### src/rtl/stride_decoder.sv
// Expands one conv-stride instruction into a stream of per-MAC operations
// (co, ci, ky, kx loop order) with incrementally computed BRAM addresses.
module stride_decoder #(
    parameter int FRAM_AW = 16,
    parameter int KRAM_AW = 16,
    parameter int DW      = 32
) (
    input  logic               clk,
    input  logic               rst_n,
    input  logic [FRAM_AW-1:0] stride_feature_baseaddr,
    input  logic [KRAM_AW-1:0] stride_kernel_baseaddr,
    input  logic [DW-1:0]      stride_feature_chin,
    input  logic [DW-1:0]      stride_feature_chout,
    input  logic [DW-1:0]      stride_feature_width,
    input  logic [DW-1:0]      stride_feature_height,
    input  logic [7:0]         stride_kernel_sizeh,
    input  logic [7:0]         stride_kernel_sizew,
    input  logic               stride_has_bias,
    input  logic               stride_has_relu,
    input  logic [FRAM_AW-1:0] stride_wb_baseaddr,
    input  logic [DW-1:0]      stride_wb_ch_offset,
    input  logic               inst_valid,
    output logic               decoder_ready,
    output logic               op_valid,
    input  logic               op_ready,
    output logic [FRAM_AW-1:0] op_fram_addr,
    output logic [KRAM_AW-1:0] op_kram_addr,
    output logic               op_first,
    output logic               op_last,
    output logic               op_bias,
    output logic               op_relu,
    output logic [FRAM_AW-1:0] op_wb_addr,
    output logic               busy
);

    typedef enum logic [1:0] {
        S_IDLE  = 2'd0,
        S_LOAD  = 2'd1,
        S_ISSUE = 2'd2,
        S_BIAS  = 2'd3
    } state_t;

    localparam logic [DW-1:0]      D_ONE = 1;
    localparam logic [KRAM_AW-1:0] K_ONE = 1;

    state_t             state_q, state_d;
    logic [FRAM_AW-1:0] fbase_q, fbase_d;
    logic [KRAM_AW-1:0] kbase_q, kbase_d;
    logic [DW-1:0]      chin_q, chin_d;
    logic [DW-1:0]      chout_q, chout_d;
    logic [FRAM_AW-1:0] width_q, width_d;
    logic [FRAM_AW-1:0] height_q, height_d;
    logic [7:0]         kh_q, kh_d;
    logic [7:0]         kw_q, kw_d;
    logic               bias_q, bias_d;
    logic               relu_q, relu_d;
    logic [FRAM_AW-1:0] wbbase_q, wbbase_d;
    logic [FRAM_AW-1:0] wboff_q, wboff_d;
    logic [FRAM_AW-1:0] flat_q, flat_d;
    logic [DW-1:0]      co_q, co_d;
    logic [DW-1:0]      ci_q, ci_d;
    logic [7:0]         ky_q, ky_d;
    logic [7:0]         kx_q, kx_d;
    logic [FRAM_AW-1:0] f_ch_q, f_ch_d;
    logic [FRAM_AW-1:0] f_row_q, f_row_d;
    logic [KRAM_AW-1:0] k_mac_q, k_mac_d;
    logic [KRAM_AW-1:0] k_bias_q, k_bias_d;
    logic [FRAM_AW-1:0] wb_q, wb_d;

    logic               last_kx, last_ky, last_ci, last_co, mac_last, zero_dim;
    logic [KRAM_AW-1:0] ksz;

    // Only the low address-width bits of these fields matter (modulo arithmetic).
    logic unused_bits;
    assign unused_bits = ^{stride_feature_width, stride_feature_height, stride_wb_ch_offset};

    assign last_kx  = (kx_q == kw_q - 8'd1);
    assign last_ky  = (ky_q == kh_q - 8'd1);
    assign last_ci  = (ci_q == chin_q - D_ONE);
    assign last_co  = (co_q == chout_q - D_ONE);
    assign mac_last = last_kx & last_ky & last_ci;
    assign zero_dim = (chin_q == '0) | (chout_q == '0) | (kh_q == '0) | (kw_q == '0);
    assign ksz      = KRAM_AW'(kh_q) * KRAM_AW'(kw_q);

    always_comb begin
        state_d  = state_q;
        fbase_d  = fbase_q;
        kbase_d  = kbase_q;
        chin_d   = chin_q;
        chout_d  = chout_q;
        width_d  = width_q;
        height_d = height_q;
        kh_d     = kh_q;
        kw_d     = kw_q;
        bias_d   = bias_q;
        relu_d   = relu_q;
        wbbase_d = wbbase_q;
        wboff_d  = wboff_q;
        flat_d   = flat_q;
        co_d     = co_q;
        ci_d     = ci_q;
        ky_d     = ky_q;
        kx_d     = kx_q;
        f_ch_d   = f_ch_q;
        f_row_d  = f_row_q;
        k_mac_d  = k_mac_q;
        k_bias_d = k_bias_q;
        wb_d     = wb_q;

        unique case (state_q)
            S_IDLE: begin
                if (inst_valid) begin
                    state_d  = S_LOAD;
                    fbase_d  = stride_feature_baseaddr;
                    kbase_d  = stride_kernel_baseaddr;
                    chin_d   = stride_feature_chin;
                    chout_d  = stride_feature_chout;
                    width_d  = stride_feature_width[FRAM_AW-1:0];
                    height_d = stride_feature_height[FRAM_AW-1:0];
                    kh_d     = stride_kernel_sizeh;
                    kw_d     = stride_kernel_sizew;
                    bias_d   = stride_has_bias;
                    relu_d   = stride_has_relu;
                    wbbase_d = stride_wb_baseaddr;
                    wboff_d  = stride_wb_ch_offset[FRAM_AW-1:0];
                end
            end
            S_LOAD: begin
                flat_d   = width_q * height_q;
                // Bias words sit right after the whole chout*chin*ksz kernel block.
                k_bias_d = kbase_q + chout_q[KRAM_AW-1:0] * chin_q[KRAM_AW-1:0] * ksz;
                co_d     = '0;
                ci_d     = '0;
                ky_d     = '0;
                kx_d     = '0;
                f_ch_d   = fbase_q;
                f_row_d  = fbase_q;
                k_mac_d  = kbase_q;
                wb_d     = wbbase_q;
                state_d  = zero_dim ? S_IDLE : S_ISSUE;
            end
            S_ISSUE: begin
                if (op_ready) begin
                    k_mac_d = k_mac_q + K_ONE;
                    if (!last_kx) begin
                        kx_d = kx_q + 8'd1;
                    end else begin
                        kx_d = '0;
                        if (!last_ky) begin
                            ky_d    = ky_q + 8'd1;
                            f_row_d = f_row_q + width_q;
                        end else begin
                            ky_d = '0;
                            if (!last_ci) begin
                                ci_d    = ci_q + D_ONE;
                                f_ch_d  = f_ch_q + flat_q;
                                f_row_d = f_ch_q + flat_q;
                            end else begin
                                ci_d    = '0;
                                f_ch_d  = fbase_q;
                                f_row_d = fbase_q;
                                if (bias_q) begin
                                    state_d = S_BIAS;
                                end else if (last_co) begin
                                    state_d = S_IDLE;
                                end else begin
                                    co_d = co_q + D_ONE;
                                    wb_d = wb_q + wboff_q;
                                end
                            end
                        end
                    end
                end
            end
            S_BIAS: begin
                if (op_ready) begin
                    k_bias_d = k_bias_q + K_ONE;
                    if (last_co) begin
                        state_d = S_IDLE;
                    end else begin
                        state_d = S_ISSUE;
                        co_d    = co_q + D_ONE;
                        wb_d    = wb_q + wboff_q;
                    end
                end
            end
            default: state_d = S_IDLE;
        endcase
    end

    always_ff @(posedge clk or negedge rst_n) begin
        if (!rst_n) begin
            state_q  <= S_IDLE;
            fbase_q  <= '0;
            kbase_q  <= '0;
            chin_q   <= '0;
            chout_q  <= '0;
            width_q  <= '0;
            height_q <= '0;
            kh_q     <= '0;
            kw_q     <= '0;
            bias_q   <= 1'b0;
            relu_q   <= 1'b0;
            wbbase_q <= '0;
            wboff_q  <= '0;
            flat_q   <= '0;
            co_q     <= '0;
            ci_q     <= '0;
            ky_q     <= '0;
            kx_q     <= '0;
            f_ch_q   <= '0;
            f_row_q  <= '0;
            k_mac_q  <= '0;
            k_bias_q <= '0;
            wb_q     <= '0;
        end else begin
            state_q  <= state_d;
            fbase_q  <= fbase_d;
            kbase_q  <= kbase_d;
            chin_q   <= chin_d;
            chout_q  <= chout_d;
            width_q  <= width_d;
            height_q <= height_d;
            kh_q     <= kh_d;
            kw_q     <= kw_d;
            bias_q   <= bias_d;
            relu_q   <= relu_d;
            wbbase_q <= wbbase_d;
            wboff_q  <= wboff_d;
            flat_q   <= flat_d;
            co_q     <= co_d;
            ci_q     <= ci_d;
            ky_q     <= ky_d;
            kx_q     <= kx_d;
            f_ch_q   <= f_ch_d;
            f_row_q  <= f_row_d;
            k_mac_q  <= k_mac_d;
            k_bias_q <= k_bias_d;
            wb_q     <= wb_d;
        end
    end

    // All op fields come straight from registers, so they hold while stalled.
    assign decoder_ready = (state_q == S_IDLE);
    assign busy          = (state_q != S_IDLE);
    assign op_valid      = (state_q == S_ISSUE) | (state_q == S_BIAS);
    assign op_bias       = (state_q == S_BIAS);
    assign op_first      = (state_q == S_ISSUE) & (ci_q == '0) & (ky_q == '0) & (kx_q == '0);
    assign op_last       = (state_q == S_BIAS) | ((state_q == S_ISSUE) & mac_last & ~bias_q);
    assign op_fram_addr  = f_row_q + FRAM_AW'(kx_q);
    assign op_kram_addr  = (state_q == S_BIAS) ? k_bias_q : k_mac_q;
    assign op_wb_addr    = wb_q;
    assign op_relu       = relu_q;

endmodule

### config.mk
export PLATFORM = sky130hd
export DESIGN_NAME = stride_decoder
export DESIGN_NICKNAME = d
export VERILOG_FILES = /design/src/rtl/stride_decoder.sv
export SDC_FILE = /design/constraint.sdc
export NUM_CORES = 2
export LEC_CHECK = 0
export CAP_MARGIN = 20
export CORE_MARGIN = 2
export CORE_UTILIZATION = 50
export CTS_BUF_LIST = sky130_fd_sc_hd__clkbuf_8
export DETAILED_ROUTE_END_ITERATION = 6
export PLACE_DENSITY = 0.82
export SYNTH_ARGS = -nofsm -noshare
export SYNTH_HDL_FRONTEND = slang
export SYNTH_SLANG_ARGS = --single-unit
export TNS_END_PERCENT = 20
### constraint.sdc
create_clock -name clk -period 14.05 [get_ports clk]
set_input_delay 1.405 -clock clk [delete_from_list [all_inputs] [get_ports clk]]
set_output_delay 1.405 -clock clk [all_outputs]
set_load 0.05 [all_outputs]
==> impl_metrics.ini <==
[hold_path]
worstHoldEndpoint = flat_q[3]$_DFFE_PN0P_
hold_path_depth = 2
min_from = flat_q[3]$_DFFE_PN0P_
min_path_type = flop to flop

[setup_path]
worst-path-max-fanout = 22
worstPathBufferInverterCount = 4
critPathTopFamily = adder cells
crit_required_ns = 14.65
cp_common_cell = sky130_fd_sc_hd__fa_1
critical_path.endpoint_type = flop
reg2regPathDepth = 36
worstSetupStartpoint = chin_q[2]$_DFFE_PN0P_
rrSetupSlack_ns = 3.09
crit-reg2reg-launch = chin_q[2]$_DFFE_PN0P_
max_stage_delay_ns = 0.88
cp_slowest_cell = sky130_fd_sc_hd__dfrtp_1
cp-start-kind = flop
critical_path_arrival_ns = 11.56
worst-setup-path-type = flop to flop
r2r-end = k_bias_q[15]$_DFFE_PN0P_

[die]
io-pin-count = 285
die_w_um = 269.2
initial_utilization_pct = 50.39
die_height_um = 269.2
design.core.area_um2 = 69790
die_area_um2 = 72470
fp-row-count = 97

[grt]
number_of_antenna_violations_at_the_first_check_in_global_routing = 1
via_count_of_the_first_global_routing_pass = 29520
grt.overflow.total = 0
grt_max_degree = 129
grtUsageTotal_pct = 25.97
grt_pass1_wl_um = 152900

[clock_network]
ctsResizeCount = 0
cell_chosen_for_the_clock_root = sky130_fd_sc_hd__clkbuf_8
cts.sink_count = 356
cts_hold_fix_bufs = 0
tritoncts = built
clock_path_buffers = 3
clock_tree.htree_level_count = 3
worstSkewPairLatency_ns = 0.68
post-cts-setup-buffers = 0
numCtsBuffers = 69
worst_setup_hold_path_clk_slew_ns = 0.06

[sta]
worst_slew_pin_slew_ns = 1.061
setup_viol = 0
hold_violations = 0
final.setup.tns_ns = 0
max_freq_mhz = 91.28
rsz0062_at_grt = false
post-route-period-util_pct = 77.98
layout_min_cycle_time_ns = 10.96
max-slew-margin-rel_pct = 29.03
finClkSkew_ns = 0.06560
final_slew_viol_count = 0

[detailed_routing]
route.detailed.drc = 1
wl_per_cell_um = 18.37
drt-vias-per-instance = 5.647
routed_wl_um = 93380
detail_route.iter0.violations = 2324
routed-via-count = 28710
drt_first_pass_iters = 7
detail_route_antenna_nets = 0

[logic_synthesis]
syn-cell-area_um2 = 35170
synth_top_cells_by_area = sky130_fd_sc_hd__dfrtp_1 25%, sky130_fd_sc_hd__fa_1 17%, sky130_fd_sc_hd__ha_1 9.0%
yosysSeqAreaShare_pct = 25.33
yosys_register_bits = 356
synthFlopType = sky130_fd_sc_hd__dfrtp_1
netlist_instances = 3943
synthesis.area_per_instance_um2 = 8.919
post_synth_most_frequent_cells = 498 x sky130_fd_sc_hd__inv_1, 486 x sky130_fd_sc_hd__nand2_1, 356 x sky130_fd_sc_hd__dfrtp_1
yosys_top_cell_area_share_pct = 25.33
synth_top_cell_by_area = sky130_fd_sc_hd__dfrtp_1
synth-edff-count = 0
async_reset_ff_share_pct = 100.0
syn_nets = 4721
yosysUniqueCellTypes = 79
yosys.cell_count.top_type = sky130_fd_sc_hd__inv_1
ys_warn_count = 0

[run_status]
violations = design-rule violations
outcome = finished with violations

[placed_design]
io_buffers = 236
gpl.final_weighted_congestion = 0.9345
detailedPlacementHpwl_um = 69650
dp.cells = 4960

[job]
max_cap_violations = 0

[finish]
finish.utilization_pct = 56.86
area_growth_syn_to_layout_pct = 12.83
final_layout_size_suffix_gt1_share_pct = 7.555
final_cell_count_no_fill = 5084
finalNetCount = 4873
[tightest hold or removal path: cells and delay by family (launching register included)]
| kind | cells | cell delay [ns] |
|---|---|---|
| simple gates | 2 | 0.12 |
| flops | 1 | 0.36 |
[per-layer routing]
layer | GRT usage (%) | vias to the layer above | share of wire (%)
met5 | 0 | - | 0
met4 | 11.26 | 0 | 4.5
met3 | 5.005 | 260 | 7.6
met2 | 43.32 | 1108 | 48
met1 | 32.88 | 14150 | 40
li1 | - | 13190 | -
[metrics by stage]
step / worst slack, ns / hold slack, ns / instance area (um2)
finish: 3.094 / 0.5046 / 39680
global route: 2.500 / 0.5251 / 39680
CTS: 3.169 / 0.5025 / 39620
detailed placement: 3.229 / 0.4816 / 38210
global placement: 3.432 / 0.4736 / 38210
floorplan: 4.017 / 0.4523 / 35170
[layout make-up]
cell class	count	area [um2]
Antenna cell	1	2.502
Tap cell	940	1176
Clock inverter	34	241.5
Fill cell	6013	30110
Inverter	502	1884
Clock buffer	85	1170
Multi-Input combinational cell	2903	23690
Sequential cell	356	8910
Timing Repair Buffer	263	2606
[sequential cells by signal (all words and copies together) (netlist names), 2 cells and up]
| signal | count |
|---|---|
| width_q | 16 |
| wboff_q | 16 |
| f_row_q | 16 |
| flat_q | 16 |
| kx_q | 8 |
| fbase_q | 16 |
| co_q | 32 |
| kbase_q | 16 |
| kh_q | 8 |
| k_mac_q | 16 |
| wbbase_q | 16 |
| k_bias_q | 16 |
| ky_q | 8 |
| f_ch_q | 16 |
| op_wb_addr | 16 |
| state_q | 2 |
| kw_q | 8 |
| chout_q | 32 |
| height_q | 16 |
| ci_q | 32 |
| chin_q | 32 |
[worst max-delay path by stage]
stage                                     endpoint  depth (start not counted)
after CTS                 k_bias_q[15]$_DFFE_PN0P_                         36
after global routing      k_bias_q[15]$_DFFE_PN0P_                         37
after detailed placement  k_bias_q[15]$_DFFE_PN0P_                         37
after floorplan           k_bias_q[15]$_DFFE_PN0P_                         39
after global placement    k_bias_q[15]$_DFFE_PN0P_                         37
final                     k_bias_q[15]$_DFFE_PN0P_                         36
[cell families (layout without fill, tap and decap cells)]
group | Yosys count | in the layout | share of synthesized area (%)
xor+xnor | 332 | 332 | 8.386
other cells | 0 | 1 | 0
simple gates | 1292 | 1292 | 18.00
flops | 356 | 356 | 25.33
fa+ha+maj | 548 | 548 | 25.77
compound gates | 544 | 544 | 9.261
buf+inv | 684 | 884 | 7.372
mux | 187 | 187 | 5.878
[layout by cell type (no fill, tap or decap), types with 8 or more instances in the layout]
| cell | synthesis | routed |
|---|---|---|
| sky130_fd_sc_hd__nand3_1 | 71 | 71 |
| sky130_fd_sc_hd__fa_1 | 294 | 294 |
| sky130_fd_sc_hd__clkbuf_8 | 0 | 85 |
| sky130_fd_sc_hd__o31a_1 | 8 | 8 |
| sky130_fd_sc_hd__inv_1 | 498 | 518 |
| sky130_fd_sc_hd__nor4_1 | 42 | 41 |
| sky130_fd_sc_hd__nor2_1 | 203 | 201 |
| sky130_fd_sc_hd__or2_2 | 9 | 9 |
| sky130_fd_sc_hd__nand4_1 | 29 | 29 |
| sky130_fd_sc_hd__nand2b_1 | 28 | 28 |
| sky130_fd_sc_hd__clkdlybuf4s50_1 | 0 | 235 |
| sky130_fd_sc_hd__or4_1 | 15 | 15 |
| sky130_fd_sc_hd__xor2_1 | 100 | 100 |
| sky130_fd_sc_hd__o21bai_1 | 16 | 16 |
| sky130_fd_sc_hd__mux2i_1 | 31 | 31 |
| sky130_fd_sc_hd__a21o_1 | 22 | 22 |
| sky130_fd_sc_hd__or3_1 | 29 | 29 |
| sky130_fd_sc_hd__a21oi_1 | 165 | 165 |
| sky130_fd_sc_hd__mux2_2 | 156 | 156 |
| sky130_fd_sc_hd__nor3_1 | 48 | 48 |
| sky130_fd_sc_hd__a31oi_1 | 20 | 20 |
| sky130_fd_sc_hd__xnor2_1 | 229 | 229 |
| sky130_fd_sc_hd__ha_1 | 254 | 254 |
| sky130_fd_sc_hd__dfrtp_1 | 356 | 355 |
| sky130_fd_sc_hd__buf_4 | 0 | 23 |
| sky130_fd_sc_hd__o31ai_1 | 14 | 14 |
| sky130_fd_sc_hd__nor3b_1 | 9 | 9 |
| sky130_fd_sc_hd__and4_1 | 8 | 8 |
| sky130_fd_sc_hd__nand2_1 | 486 | 486 |
| sky130_fd_sc_hd__o21ai_0 | 183 | 183 |
| sky130_fd_sc_hd__o22ai_1 | 18 | 18 |
| sky130_fd_sc_hd__nor2b_1 | 29 | 29 |
| sky130_fd_sc_hd__o211ai_1 | 16 | 16 |
| sky130_fd_sc_hd__and2_1 | 224 | 223 |
| sky130_fd_sc_hd__and3_1 | 42 | 42 |
| sky130_fd_sc_hd__a211oi_1 | 8 | 8 |
Power is left out: the tool's default activity adds up to more than one toggle a clock period on the data nets, which glitch-free logic cannot reach.
